### config.mk
export PLATFORM = sky130hd
export DESIGN_NAME = sdram_state_fsm
export DESIGN_NICKNAME = d
export VERILOG_FILES = /design/src/rtl/sdram_state_fsm.sv
export SDC_FILE = /design/constraint.sdc
export NUM_CORES = 1
export LEC_CHECK = 0
export ABC_AREA = 1
export BUFFER_PORTS_ARGS = -buffer_cell sky130_fd_sc_hd__buf_2
export CAP_MARGIN = 0
export CORE_AREA = 2 2 101 103
export CTS_CLUSTER_SIZE = 10
export DETAILED_ROUTE_END_ITERATION = 6
export DIE_AREA = 0 0 103 105
export PLACE_DENSITY = 0.66
export RECOVER_POWER = 100
export SLEW_MARGIN = 20
export SYNTH_ARGS = -nofsm -noshare
export SYNTH_HDL_FRONTEND = slang
export SYNTH_SLANG_ARGS = --single-unit
### constraint.sdc
create_clock -name clk -period 4.68 [get_ports clk]
set_input_delay 0.702 -clock clk [delete_from_list [all_inputs] [get_ports clk]]
set_output_delay 0.702 -clock clk [all_outputs]
set_load 0.01 [all_outputs]
### src/rtl/sdram_state_fsm.sv
// sdram_state_fsm
//   Timing/state sequencer for the SDRAM controller. Runs the power-up init
//   sequence, then arbitrates between periodic auto-refresh and single-burst
//   read/write transactions. The command encoder downstream decodes
//   init_state/work_state/cnt_clk/sdram_rd_wr into SDRAM commands.
//
// Ports
//   clk             system clock
//   rst_n           asynchronous active-low reset
//   sdram_wr_req    write transaction request (level)
//   sdram_rd_req    read transaction request (level)
//   sdram_wr_burst  write burst length, 2..512
//   sdram_rd_burst  read burst length, 1..512
//   init_state      init state code
//   work_state      work state code
//   cnt_clk         cycles spent in the current state (saturates at 1023)
//   sdram_rd_wr     1 = read transaction, 0 = write transaction
//   sdram_init_done init sequence complete
//   sdram_wr_ack    write-data request to the FIFO (one cycle ahead of data)
//   sdram_rd_ack    read data valid window
module sdram_state_fsm #(
  parameter int INIT_WAIT  = 20000,
  parameter int TRP_CLK    = 4,
  parameter int TRFC_CLK   = 7,
  parameter int TRSC_CLK   = 6,
  parameter int TRCD_CLK   = 2,
  parameter int TCL_CLK    = 3,
  parameter int TWR_CLK    = 2,
  parameter int AR_TIMES   = 8,
  parameter int REF_PERIOD = 781
) (
  input  logic       clk,
  input  logic       rst_n,
  input  logic       sdram_wr_req,
  input  logic       sdram_rd_req,
  input  logic [9:0] sdram_wr_burst,
  input  logic [9:0] sdram_rd_burst,
  output logic [4:0] init_state,
  output logic [3:0] work_state,
  output logic [9:0] cnt_clk,
  output logic       sdram_rd_wr,
  output logic       sdram_init_done,
  output logic       sdram_wr_ack,
  output logic       sdram_rd_ack
);

  typedef enum logic [4:0] {
    I_NOP  = 5'd0, I_PRE = 5'd1, I_TRP  = 5'd2, I_AR   = 5'd3,
    I_TRF  = 5'd4, I_MRS = 5'd5, I_TRSC = 5'd6, I_DONE = 5'd7
  } init_state_t;

  typedef enum logic [3:0] {
    W_IDLE  = 4'd0,  W_ACTIVE = 4'd1,  W_TRCD = 4'd2, W_READ = 4'd3,
    W_CL    = 4'd4,  W_RD     = 4'd5,  W_WRITE = 4'd6, W_WD  = 4'd7,
    W_TWR   = 4'd8,  W_PRE    = 4'd9,  W_TRP  = 4'd10, W_AR  = 4'd11,
    W_TRFC  = 4'd12
  } work_state_t;

  // Last cycle (cnt_clk value) of each fixed-length wait state
  localparam logic [9:0]  TRP_LAST  = 10'(TRP_CLK - 1);
  localparam logic [9:0]  TRFC_LAST = 10'(TRFC_CLK - 1);
  localparam logic [9:0]  TRSC_LAST = 10'(TRSC_CLK - 1);
  localparam logic [9:0]  TRCD_LAST = 10'(TRCD_CLK - 1);
  localparam logic [9:0]  TCL_LAST  = 10'(TCL_CLK - 1);
  localparam logic [9:0]  TWR_LAST  = 10'(TWR_CLK - 1);
  localparam logic [14:0] INIT_LAST = 15'(INIT_WAIT - 1);
  localparam logic [15:0] REF_LAST  = 16'(REF_PERIOD - 1);
  localparam logic [7:0]  AR_TOTAL  = 8'(AR_TIMES);

  init_state_t init_state_q, init_state_d;
  work_state_t work_state_q, work_state_d;
  logic [9:0]  cnt_clk_q, cnt_clk_d;
  logic [14:0] init_cnt_q, init_cnt_d;
  logic [7:0]  ar_cnt_q, ar_cnt_d;
  logic [15:0] ref_cnt_q, ref_cnt_d;
  logic        ref_req_q, ref_req_d;
  logic        rd_wr_q, rd_wr_d;
  logic        init_done;

  assign init_done = (init_state_q == I_DONE);

  always_ff @(posedge clk or negedge rst_n) begin
    if (!rst_n) begin
      init_state_q <= I_NOP;
      work_state_q <= W_IDLE;
      cnt_clk_q    <= '0;
      init_cnt_q   <= '0;
      ar_cnt_q     <= '0;
      ref_cnt_q    <= '0;
      ref_req_q    <= 1'b0;
      rd_wr_q      <= 1'b1;
    end else begin
      init_state_q <= init_state_d;
      work_state_q <= work_state_d;
      cnt_clk_q    <= cnt_clk_d;
      init_cnt_q   <= init_cnt_d;
      ar_cnt_q     <= ar_cnt_d;
      ref_cnt_q    <= ref_cnt_d;
      ref_req_q    <= ref_req_d;
      rd_wr_q      <= rd_wr_d;
    end
  end

  // Init sequence
  always_comb begin
    init_state_d = init_state_q;
    init_cnt_d   = init_cnt_q;
    ar_cnt_d     = ar_cnt_q;
    case (init_state_q)
      I_NOP: begin
        if (init_cnt_q == INIT_LAST) init_state_d = I_PRE;
        else                         init_cnt_d   = init_cnt_q + 15'd1;
      end
      I_PRE:  init_state_d = I_TRP;
      I_TRP:  if (cnt_clk_q == TRP_LAST) init_state_d = I_AR;
      I_AR: begin
        ar_cnt_d     = ar_cnt_q + 8'd1;
        init_state_d = I_TRF;
      end
      I_TRF: begin
        if (cnt_clk_q == TRFC_LAST)
          init_state_d = (ar_cnt_q == AR_TOTAL) ? I_MRS : I_AR;
      end
      I_MRS:  init_state_d = I_TRSC;
      I_TRSC: if (cnt_clk_q == TRSC_LAST) init_state_d = I_DONE;
      I_DONE: init_state_d = I_DONE;
      default: init_state_d = I_NOP;
    endcase
  end

  // Work FSM; held in W_IDLE until init completes
  always_comb begin
    work_state_d = work_state_q;
    rd_wr_d      = rd_wr_q;
    if (init_done) begin
      case (work_state_q)
        W_IDLE: begin
          if (ref_req_q) begin
            work_state_d = W_AR;
          end else if (sdram_wr_req) begin
            work_state_d = W_ACTIVE;
            rd_wr_d      = 1'b0;
          end else if (sdram_rd_req) begin
            work_state_d = W_ACTIVE;
            rd_wr_d      = 1'b1;
          end
        end
        W_ACTIVE: work_state_d = W_TRCD;
        W_TRCD: if (cnt_clk_q == TRCD_LAST) work_state_d = rd_wr_q ? W_READ : W_WRITE;
        W_WRITE: work_state_d = W_WD;
        W_WD:   if (cnt_clk_q == sdram_wr_burst - 10'd1) work_state_d = W_TWR;
        W_TWR:  if (cnt_clk_q == TWR_LAST) work_state_d = W_PRE;
        W_READ: work_state_d = W_CL;
        W_CL:   if (cnt_clk_q == TCL_LAST) work_state_d = W_RD;
        // Read data arrives one cycle into W_RD, so it runs one cycle longer
        W_RD:   if (cnt_clk_q == sdram_rd_burst) work_state_d = W_PRE;
        W_PRE:  work_state_d = W_TRP;
        W_TRP:  if (cnt_clk_q == TRP_LAST) work_state_d = W_IDLE;
        W_AR:   work_state_d = W_TRFC;
        W_TRFC: if (cnt_clk_q == TRFC_LAST) work_state_d = W_IDLE;
        default: work_state_d = W_IDLE;
      endcase
    end
  end

  // Refresh timer and single-entry request flag. A wrap on the same edge
  // as W_AR entry re-arms the flag so that refresh is not lost.
  always_comb begin
    ref_cnt_d = ref_cnt_q;
    ref_req_d = ref_req_q;
    if (work_state_d == W_AR && work_state_q != W_AR) ref_req_d = 1'b0;
    if (init_done) begin
      if (ref_cnt_q == REF_LAST) begin
        ref_cnt_d = '0;
        ref_req_d = 1'b1;
      end else begin
        ref_cnt_d = ref_cnt_q + 16'd1;
      end
    end
  end

  // Per-state cycle counter
  always_comb begin
    cnt_clk_d = cnt_clk_q;
    if (init_state_d != init_state_q || work_state_d != work_state_q)
      cnt_clk_d = '0;
    else if (cnt_clk_q != 10'd1023)
      cnt_clk_d = cnt_clk_q + 10'd1;
  end

  assign init_state      = init_state_q;
  assign work_state      = work_state_q;
  assign cnt_clk         = cnt_clk_q;
  assign sdram_rd_wr     = rd_wr_q;
  assign sdram_init_done = init_done;

  // Write ack leads the data bus by one cycle: starts on the last W_TRCD
  // cycle and stops two cycles before the end of W_WD.
  assign sdram_wr_ack = !rd_wr_q &&
                        ((work_state_q == W_TRCD && cnt_clk_q == TRCD_LAST) ||
                         (work_state_q == W_WRITE) ||
                         (work_state_q == W_WD && cnt_clk_q < sdram_wr_burst - 10'd2));

  assign sdram_rd_ack = (work_state_q == W_RD) && (cnt_clk_q >= 10'd1) &&
                        (cnt_clk_q <= sdram_rd_burst);

endmodule

=== Yosys cells after proc, flatten, opt, wreduce, memory -nomap -nowiden ===
Index checks and enable logic that the tools add are counted.

* Word-level logic and storage cells: 96
* Register bits after elaboration: 60
* Output and inout bits: 23
* Bits of input ports: 24

* Bitwise operators: 2
* $add $sub $neg: 6
* Multiplexer cells: 27
* Reduce and logical (&&, ||, !) cells: 16
* $lt $le $gt $ge: 3
* Equal/unequal tests: 34

{| class="wikitable"
|+ Operators with widths
! operator !! count
|-
| $pmux W4 S13 || 1
|-
| $mux W4 || 11
|-
| $pmux W5 S8 || 1
|-
| $eq A4 B4 Y1 const B || 6
|-
| $eq A10 B10 Y1 || 2
|-
| $eq A10 B2 Y1 const B || 2
|-
| $eq A10 B3 Y1 const B || 2
|-
| $eq A5 B3 Y1 const B || 4
|-
| $mux W10 || 2
|-
| $mux W5 || 4
|-
| $add A16 B1 Y16 const B || 1
|-
| $eq A16 B10 Y1 const B || 1
|-
| $eq A4 B3 Y1 const B || 4
|-
| $mux W16 || 1
|-
| $add A15 B1 Y15 const B || 1
|-
| $eq A15 B15 Y1 const B || 1
|-
| $add A10 B1 Y10 const B || 1
|-
| $eq A10 B1 Y1 const B || 1
|-
| $eq A5 B2 Y1 const B || 2
|-
| $ge A10 B1 Y1 const B || 1
|-
| $le A10 B10 Y1 || 1
|-
| $lt A10 B10 Y1 || 1
|-
| $ne A10 B10 Y1 const B || 1
|-
| $sub A10 B1 Y10 const B || 1
|-
| 20 further kinds || 35
|}

=== Longest topological paths before layout ===
Gate-level depths: netlist of run 1.

* Depth after elaboration: 10
* Mapped depth: 18
* Depth with buffers taken out: 18

=== Least setup slack after synthesis of run 1 ===
Ideal clock, no wire load.

* Path type: in2out
* From: input sdram_wr_burst[2]
* To: output sdram_wr_ack
* Setup slack: 1.819 ns
* Data required time: 3.978 ns
* Stages on the path: 10
* Data arrival time: 2.159 ns
* Path buffers: 0
* Path through: inv_1 -> ha_1 -> nand2_2 -> nor2_2 -> xnor2_1 -> ha_1 -> a21oi_1 -> o21a_1 -> nand4_1 -> a31oi_1

* Cells in the longest elaborated chain, start to end: 5

{| class="wikitable"
|+ Ends and longest elaborated chain
! item !! line !! source
|-
| start: declaration || 36 || <nowiki>input logic [9:0] sdram_wr_burst,</nowiki>
|-
| $sub A10 B2 Y10 || 202 || <nowiki>(work_state_q == W_WD && cnt_clk_q < sdram_wr_burst - 10'd2));</nowiki>
|-
| $lt A10 B10 Y1 || 202 ||
|-
| $logic_and A1 B1 Y1 || 202 ||
|-
| $logic_or A1 B1 Y1 || 201 || <nowiki>(work_state_q == W_WRITE) ||</nowiki>
|-
| $logic_and A1 B1 Y1 || 199 || <nowiki>assign sdram_wr_ack = !rd_wr_q &&</nowiki>
|-
| end: declaration || 43 || <nowiki>output logic sdram_wr_ack,</nowiki>
|}

No other way between the ends.

=== Final worst setup path of run 1 ===
* From: register init_state_q[4] (netlist: init_state[4])
* To: register ref_cnt_q[14]

* Cells in the longest elaborated chain, start to end: 1

{| class="wikitable"
|+ Ends and longest elaborated chain
! item !! line !! source
|-
| start: declaration || 70 || <nowiki>init_state_t init_state_q, init_state_d;</nowiki>
|-
| start signal: assignment || 93 || <nowiki>init_state_q <= init_state_d;</nowiki>
|-
| $eq A5 B3 Y1 || 80 || <nowiki>assign init_done = (init_state_q == I_DONE);</nowiki>
|-
| end signal: assignment || 98 || <nowiki>ref_cnt_q <= ref_cnt_d;</nowiki>
|-
| end: declaration || 75 || <nowiki>logic [15:0] ref_cnt_q, ref_cnt_d;</nowiki>
|}

No other way between the ends.
A chain may end at the register's enable or synchronous reset.

==> out/summary.md, run 1 <==
The flow ran to the end, but the final reports show violations. The checks that failed: capacitance limit, slew limit. TritonCTS built the clock tree. Leaving out fill and tap cells, the most frequent cell in the layout is nand2_1. The tools report the power share of the combinational group as 0.106. Once placement finished, the instance area stood at 4910 sq um.

Setup violations remaining at the end of the flow were counted as 0. The summed instance area of the synthesized netlist is 4510 sq um, and the register share of total power is 0.453. The length in cells of the worst reg-to-reg path was 12. The leakage power summed over all cells is 2.43 nW, and the number of vias per cell is 5.06.

The clock passes through at most 2 buffers. The final standard cell area without fillers is 5030 sq um. For the data arrival time of the worst path, the log shows 3.91 ns. The peak supply drop was 0.000168 V; the area enclosed by the die boundary was 10800 sq um. The worst setup path is of the reg -> reg kind. In the final design database the tool counted 716 nets. The tools report the global-route usage over all layers as 0.199. Buffers inserted during clock tree synthesis total 9. Number of synthesized flops with an enable pin: 0. The first routing iteration left 210 violations. The clock period could shrink to 3.65 ns.

The worst hold path stage count is 1. The tools report the clock tree root driver cell as clkbuf_8. The number of global-route vias before repair is 3865. In this run the core area contains 36 standard-cell rows.

The sequential share of the synthesized area was 0.333. The first global-routing pass estimated 17300 um of wire. The worst hold path belongs to the class reg -> reg. At the pin with the least slew margin, the transition time is 1.89 ns. For the internal cell power, the log shows 955 uW. The tools report the total of max-cap violations as 1. For this run, the leading register cell type out of synthesis is dfrtp_1. The logs give 0.468 for the starting density of the core and 0 for the number of nets still failing antenna checks after routing. The maximum number of pins on one net before global-route repair was 37; the count of input and output buffers was 46. The number of sinks driven by the clock tree was 60; the biggest fanout along the worst timing path was 19. For this run, the detailed router's first-pass iteration total came to 4. After floorplanning, the core was sized to cover 9640 sq um.

Power per cell area: 253 nW/um^2. The repair_antennas step left the layout with diodes totalling 0. Synthesis handed over a netlist of 604 instances. For the final database, setup skew stands at 0.0104 ns. The logs give 37 for the final count of pins violating max slew and 0 ns for the total negative slack.

The final period utilization works out to 0.780. The total grt overflow was 0; the reported net switching power was 318 uW. After clock tree synthesis, the clock-pin slew on the worst setup and hold paths is 0.07 ns.

For the worst setup path, the data required time is 4.94 ns. The netlist uses 44 different library cells. The clock network fraction of total power was 0.441. The headroom to the max-slew limit is -0.262, and the number of warnings issued by yosys is 0.

Setup slack on the worst reg-to-reg path comes out at 1.03 ns. The flip-flop and latch count after synthesis was 60. The clock insertion delay at the later pin of the skew report was 0.34 ns.

After clock tree synthesis, the setup repair step added 0 buffers. The wire length per cell after detailed routing is 12.8 um. The fraction of registers with async set or reset after synthesis is 1.00, and the overall routed net length is 10200 um. For this design, the CTS-stage hold fixing added 0 buffers. In the layout the commonest cells are 118 x nand2_1, 83 x inv_1, 69 x nor2_1. The post-synthesis to final-layout area growth was 11.5%. STA classifies the critical path startpoint as a register. The synthesized area per cell is 7.47 sq um.

The HPWL after detailed placement was 7790 um; the width of the die was 103 um. The run gives 47 as the number of top-level design ports. The logs give 4041 for the overall via count from detail_route and 0 for the number of antenna violations at the first check in global routing.

For this run, design rule violations remaining after detail routing come to 0. Based on the critical path, the design can be clocked at up to 274 MHz. The final number of hold-violating endpoints came out at 0.

Routability-driven placement finished with a final weighted congestion of 0.880. Setup repair after global routing left no endpoint under its margin. The worst setup path is captured at a register. For the H-tree depth reported by CTS, the log shows 3.

Gates resized during post-CTS repair numbered 0. The switching share of power is 0.250. Measured along the y axis, the die boundary spans 105 um. The fraction of final layout cells with drive strength greater than 1 is 0.131.
==> registers in the layout, indices dropped and copies added (netlist names) <==
| register | count |
|---|---|
| ar_cnt_q | 8 |
| work_state | 4 |
| cnt_clk | 10 |
| ref_cnt_q | 16 |
| init_cnt_q | 15 |
| sdram_rd_wr | 1 |
| init_state | 5 |
| ref_req_q | 1 |
==> power groups by stage <==
| stage | Combinational [mW] | Clock (mW) | Sequential [mW] |
|---|---|---|---|
| after floorplan | 0.0920 | 0 | 0.581 |
| after global placement | 0.133 | 0 | 0.586 |
| after detailed placement | 0.140 | 0 | 0.585 |
| after CTS | 0.140 | 0.576 | 0.577 |
| after global routing | 0.158 | 0.606 | 0.580 |
| final | 0.134 | 0.562 | 0.577 |
==> layout make-up <==
class                      instances  area [sq um]
clock buffer                       9           124
sequential                        60          1500
inverter                          94           353
multi-input combinational        449          2560
clock inverter                     7           115
fill                             977          4610
timing repair buffer              47           206
tap                              133           166
==> final timing paths <==
check,from,end
max,init_state[4],ref_cnt_q[14]
min,ref_cnt_q[15],ref_cnt_q[15]
max reg2reg,init_state[4],ref_cnt_q[14]
min reg2reg,ref_cnt_q[15],ref_cnt_q[15]
max in group asynchronous,rst_n,cnt_clk[0]
min in group asynchronous,rst_n,ref_cnt_q[7]
==> metrics by stage <==
stage	hold slack, ns	total power [mW]	utilization	setup WS (ns)	instances
after floorplan	0.406	0.673	-	1.82	605
after global placement	0.455	0.719	0.509	1.48	783
after detailed placement	0.457	0.726	0.509	1.34	783
after CTS	0.376	1.29	0.534	1.34	799
after global routing	0.488	1.34	0.522	0.604	799
final	0.467	1.27	0.522	1.03	799
==> Yosys cell counts, types with 2 or more instances <==
cell type / count / share of area
a21oi_1: 26 / 0.029
clkinv_1: 3 / 0.0025
dfrtp_1: 59 / 0.33
ha_1: 31 / 0.086
inv_1: 82 / 0.068
inv_2: 9 / 0.0075
nand2_1: 115 / 0.096
nand2_2: 12 / 0.017
nand2_4: 2 / 0.0050
nand3_1: 42 / 0.047
nand3_2: 3 / 0.0067
nand4_1: 13 / 0.018
nor2_1: 60 / 0.050
nor2_2: 23 / 0.032
nor2_4: 5 / 0.012
nor3_1: 17 / 0.019
nor3_2: 7 / 0.016
nor4_1: 7 / 0.0097
o211ai_1: 2 / 0.0033
o21a_1: 2 / 0.0033
o21ai_0: 19 / 0.021
o21ai_1: 5 / 0.0055
o21bai_1: 3 / 0.0050
xnor2_1: 12 / 0.023
xor2_1: 26 / 0.050
==> worst max-delay path: stages (launching register included) <==
cell and delay (ns):
dfrtp_1 0.38, nor2_1 0.35, nand2_2 0.12, nor2_1 0.86
inv_1 0.47, nor2_1 0.33, nand3_1 0.17, nor3_1 0.19
clkinv_1 0.13, nor2_1 0.19, inv_2 0.07, nor3_2 0.13
xor2_1 0.17
==> logic make-up (layout without fill, tap and decap cells) <==
kind of cell / after synthesis / count (layout) / share of synthesized area
simple gates: 313 / 313 / 0.343
buf+inv: 96 / 157 / 0.0807
compound gates: 64 / 64 / 0.0801
flops: 60 / 60 / 0.333
xor+xnor: 38 / 38 / 0.0738
fa+ha+maj: 31 / 31 / 0.0860
other cells: 1 / 2 / 0.000831
mux: 1 / 1 / 0.00250
==> layer usage <==
metal | up-vias | track usage | part of all wire
li1 | 2063 | - | -
met1 | 1858 | 0.275 | 0.48
met2 | 93 | 0.302 | 0.44
met3 | 27 | 0.0395 | 0.046
met4 | 0 | 0.0818 | 0.031
met5 | - | 0 | 0
(Power assumes the default switching activity.)
==> run 2: changes to the inputs <==
PLACE_DENSITY = 0.69   (was 0.66)
clock period = 2.95 ns   (was 4.68 ns; I/O delays follow)
==> out/summary.md, run 2 (synthesis gave the netlist of run 1 again) <==
The flow ran to the end, but the final reports show violations. Failing checks: capacitance limit (was capacitance limit, slew limit). The run gives 0 (unchanged) as the final number of hold-violating endpoints. Number of gates resized after CTS: 0 (unchanged). The number of global-route vias before repair is 3895 (was 3865). The peak supply drop came out at 0.000385 V (was 0.000168 V). The number of search-and-repair iterations in the first detailed-routing pass is 4 (unchanged), and the wire length per cell after detailed routing is 13.0 um (was 12.8 um). The number of nets in the layout is 720 (was 716). The number of flip-flops in the largest register was 16 (unchanged). The type of the worst setup path was in -> out (was reg -> reg). The number of DRC violations after detailed-routing iteration 0 came out at 127 (was 210).

The number of placement rows came out at 36 (unchanged). The buffer and inverter count on the worst path was 3 (unchanged); the maximum clock skew at final layout was 0.00910 ns (was 0.0104 ns). The number of top-level design ports was 47 (unchanged).

Kind of start point of the critical path: an input port (was a register). The tools report the final standard cell area without fillers as 5030 sq um (about the same). Family with the most delay on the worst path: adder cells (was simple AND/OR/NAND/NOR gates). The register share of total power came out at 0.489 (was 0.453). For the clock insertion delay at the later pin of the skew report, the log shows 0.34 ns (about the same). The logs give 60 (unchanged) for the number of sinks driven by the clock tree and 9 (unchanged) for the CTS buffer count. Final count of pins violating max slew: 0 (was 37). The post-synthesis to final-layout area growth came out at 11.4% (was 11.5%). The category of the worst setup path capture point was an output pin (was a register).

First-pass GRT wire length: 17500 um (was 17300 um). Classification of the worst-slack hold path: in -> reg (was reg -> reg). The internal cell power is 1.37 mW (was 955 uW), and the clock network fraction of total power is 0.395 (was 0.441).

Register clock-pin slew on the reported worst setup and hold paths: 0.07 ns (about the same). The biggest fanout along the worst timing path works out to 5 (was 19). The final period utilization came out at 0.945. The number of buffers on the longest clock path is 2 (unchanged). TritonCTS built the clock tree. The worst path required time came out at 2.51 ns (was 4.94 ns). The run gives 2.46 nW (was 2.43 nW) as the leakage power summed over all cells. The cell with the largest stage delay on the worst path was ha_1 (was nor2_1). The placed instance area was 4940 sq um (was 4910 sq um). The maximum number of pins on one net before global-route repair came out at 28 (was 37).

The tools report the number of antenna violations at the first check in global routing as 0 (unchanged). Setup repair after global routing left no endpoint under its margin. The slew at the pin closest to its max-slew limit was 1.49 ns (was 1.89 ns). The power per cell area is 372 nW/um^2 (was 253 nW/um^2), and the HPWL after detailed placement is 8200 um (was 7790 um). The final setup violation count was 0 (unchanged).

Commonest cells after routing, fill and taps aside: 121 x nand2_1, 84 x inv_1, 69 x nor2_1 (was 118 x nand2_1, 83 x inv_1, 69 x nor2_1). The logs give 971 (was 977) for the number of filler instances in the final layout and 0 (unchanged) for the antenna diode count. The total of max-cap violations was 1 (unchanged). The post-CTS repair timing setup buffer count came out at 0 (unchanged). The reported net switching power is 501 uW (was 318 uW), and the DRC violation count after routing is 0 (unchanged). The H-tree depth reported by CTS came out at 3 (unchanged). The tools report the standard cell core area as 9640 sq um (unchanged). The width of the die was 103 um (unchanged). The starting density of the core was 0.468 (unchanged); the power share of the combinational group was 0.116 (was 0.106). The run gives 4080 (was 4041) as the overall via count from detail_route. The count of input and output buffers is 46 (unchanged). The number of standard cells in the final layout excluding fillers was 803 (was 799).

The worst setup slack after placement is 0.148 ns (was 1.34 ns). The fraction of final layout cells with drive strength greater than 1 is 0.133 (was 0.131). The run gives 0 (unchanged) as the total grt overflow. The tools report the clock tree root driver cell as clkbuf_8 (unchanged). The switching share of power works out to 0.268 (was 0.250). The routed design could run at a clock period as short as 2.79 ns. The tools report the area enclosed by the die boundary as 10800 sq um (unchanged). The logs give 2.35 ns (was 3.91 ns) for the data arrival time of the worst path and 0 ns (unchanged) for the total negative slack. Chain of cells forming the critical path: buf_2, inv_1, ha_1, nand2_2, nor2_2, xnor2_1, ha_1, a21oi_1, o21a_1, nand4_1, a31oi_1, buf_2 (was nor2_1, nand2_2, nor2_1, inv_1, nor2_1, nand3_1, nor3_1, clkinv_1, nor2_1, inv_2, nor3_2, xor2_1).

For the weighted congestion at the end of routability-driven global placement, the log shows 0.941 (was 0.880). The commonest non-fill, non-tap cell in the layout was nand2_1 (unchanged). Largest register by flop count: ref_cnt_q (unchanged). Die height: 105 um (unchanged).

For the number of nets still failing antenna checks after routing, the log shows 0 (unchanged). The number of vias per cell was 5.08 (was 5.06); the fmax was 359 MHz. The tools report the global-route usage over all layers as 0.201 (was 0.199).

The tools report the worst-case setup margin in the final layout as 0.161 ns (was 1.03 ns). The logs give 0.00716 (was -0.262) for the headroom to the max-slew limit and 10400 um (was 10200 um) for the overall routed net length. For the hold-fix buffer count after cts, the log shows 0 (unchanged). The biggest cell delay along the critical path is 0.27 ns (was 0.86 ns). Instance count after placement with tap cells included: 787 (was 783).
-- run 2: changes by cell type in the layout (fill, tap and decap cells not counted), sizes merged --
cell / delta
clkbuf: +2
bufinv: -2
inv: +1
buf: +3
-- run 2: through the flow --
step           power [mW]   util  hold slack, ns
4_1_cts              1.91  0.533           0.127
3_3_place_gp         1.14  0.512           0.456
5_1_grt              1.97  0.521           0.278
2_1_floorplan        1.07      -           0.147
3_5_place_dp         1.16  0.512           0.462
6_report             1.87  0.521           0.262
-- run 2: cell type report --
| class | count | area, sq um | share of cell area |
|---|---|---|---|
| clock buffer | 10 | 138 | 0.0274 |
| inverter | 94 | 353 | 0.0702 |
| multi-input combinational | 449 | 2570 | 0.512 |
| sequential | 60 | 1500 | 0.299 |
| clock inverter | 6 | 63.8 | 0.0127 |
| timing repair buffer | 51 | 228 | 0.0453 |
| tap | 133 | 166 | 0.0331 |
-- run 2: per-layer routing --
layer,track usage,vias up,wire length [um]
li1,-,2078,-
met1,0.282,1897,4990
met2,0.320,90,4890
met3,0.0214,15,410
met4,0.0714,0,157
met5,0,-,0
-- run 2: path summary, 6_finish.rpt --
kind,start,to,slack [ns],cells past startpoint
min reg2reg,init_cnt_q[13],init_cnt_q[13],0.47,1
max reg2reg,cnt_clk[0],cnt_clk[2],0.26,15
min in group asynchronous,rst_n,init_cnt_q[5],0.45,1
max,sdram_wr_burst[2],sdram_wr_ack,0.16,12
max in group asynchronous,rst_n,ref_cnt_q[3],0.99,2
min,sdram_wr_req,sdram_rd_wr,0.26,2
-- run 2: power groups by stage --
stage / combinational [mW] / sequential, mW / clock [mW]
after floorplan: 0.146 / 0.921 / 0
after global placement: 0.217 / 0.927 / 0
after detailed placement: 0.225 / 0.931 / 0
after CTS: 0.227 / 0.916 / 0.762
after global routing: 0.251 / 0.924 / 0.793
final: 0.216 / 0.915 / 0.739
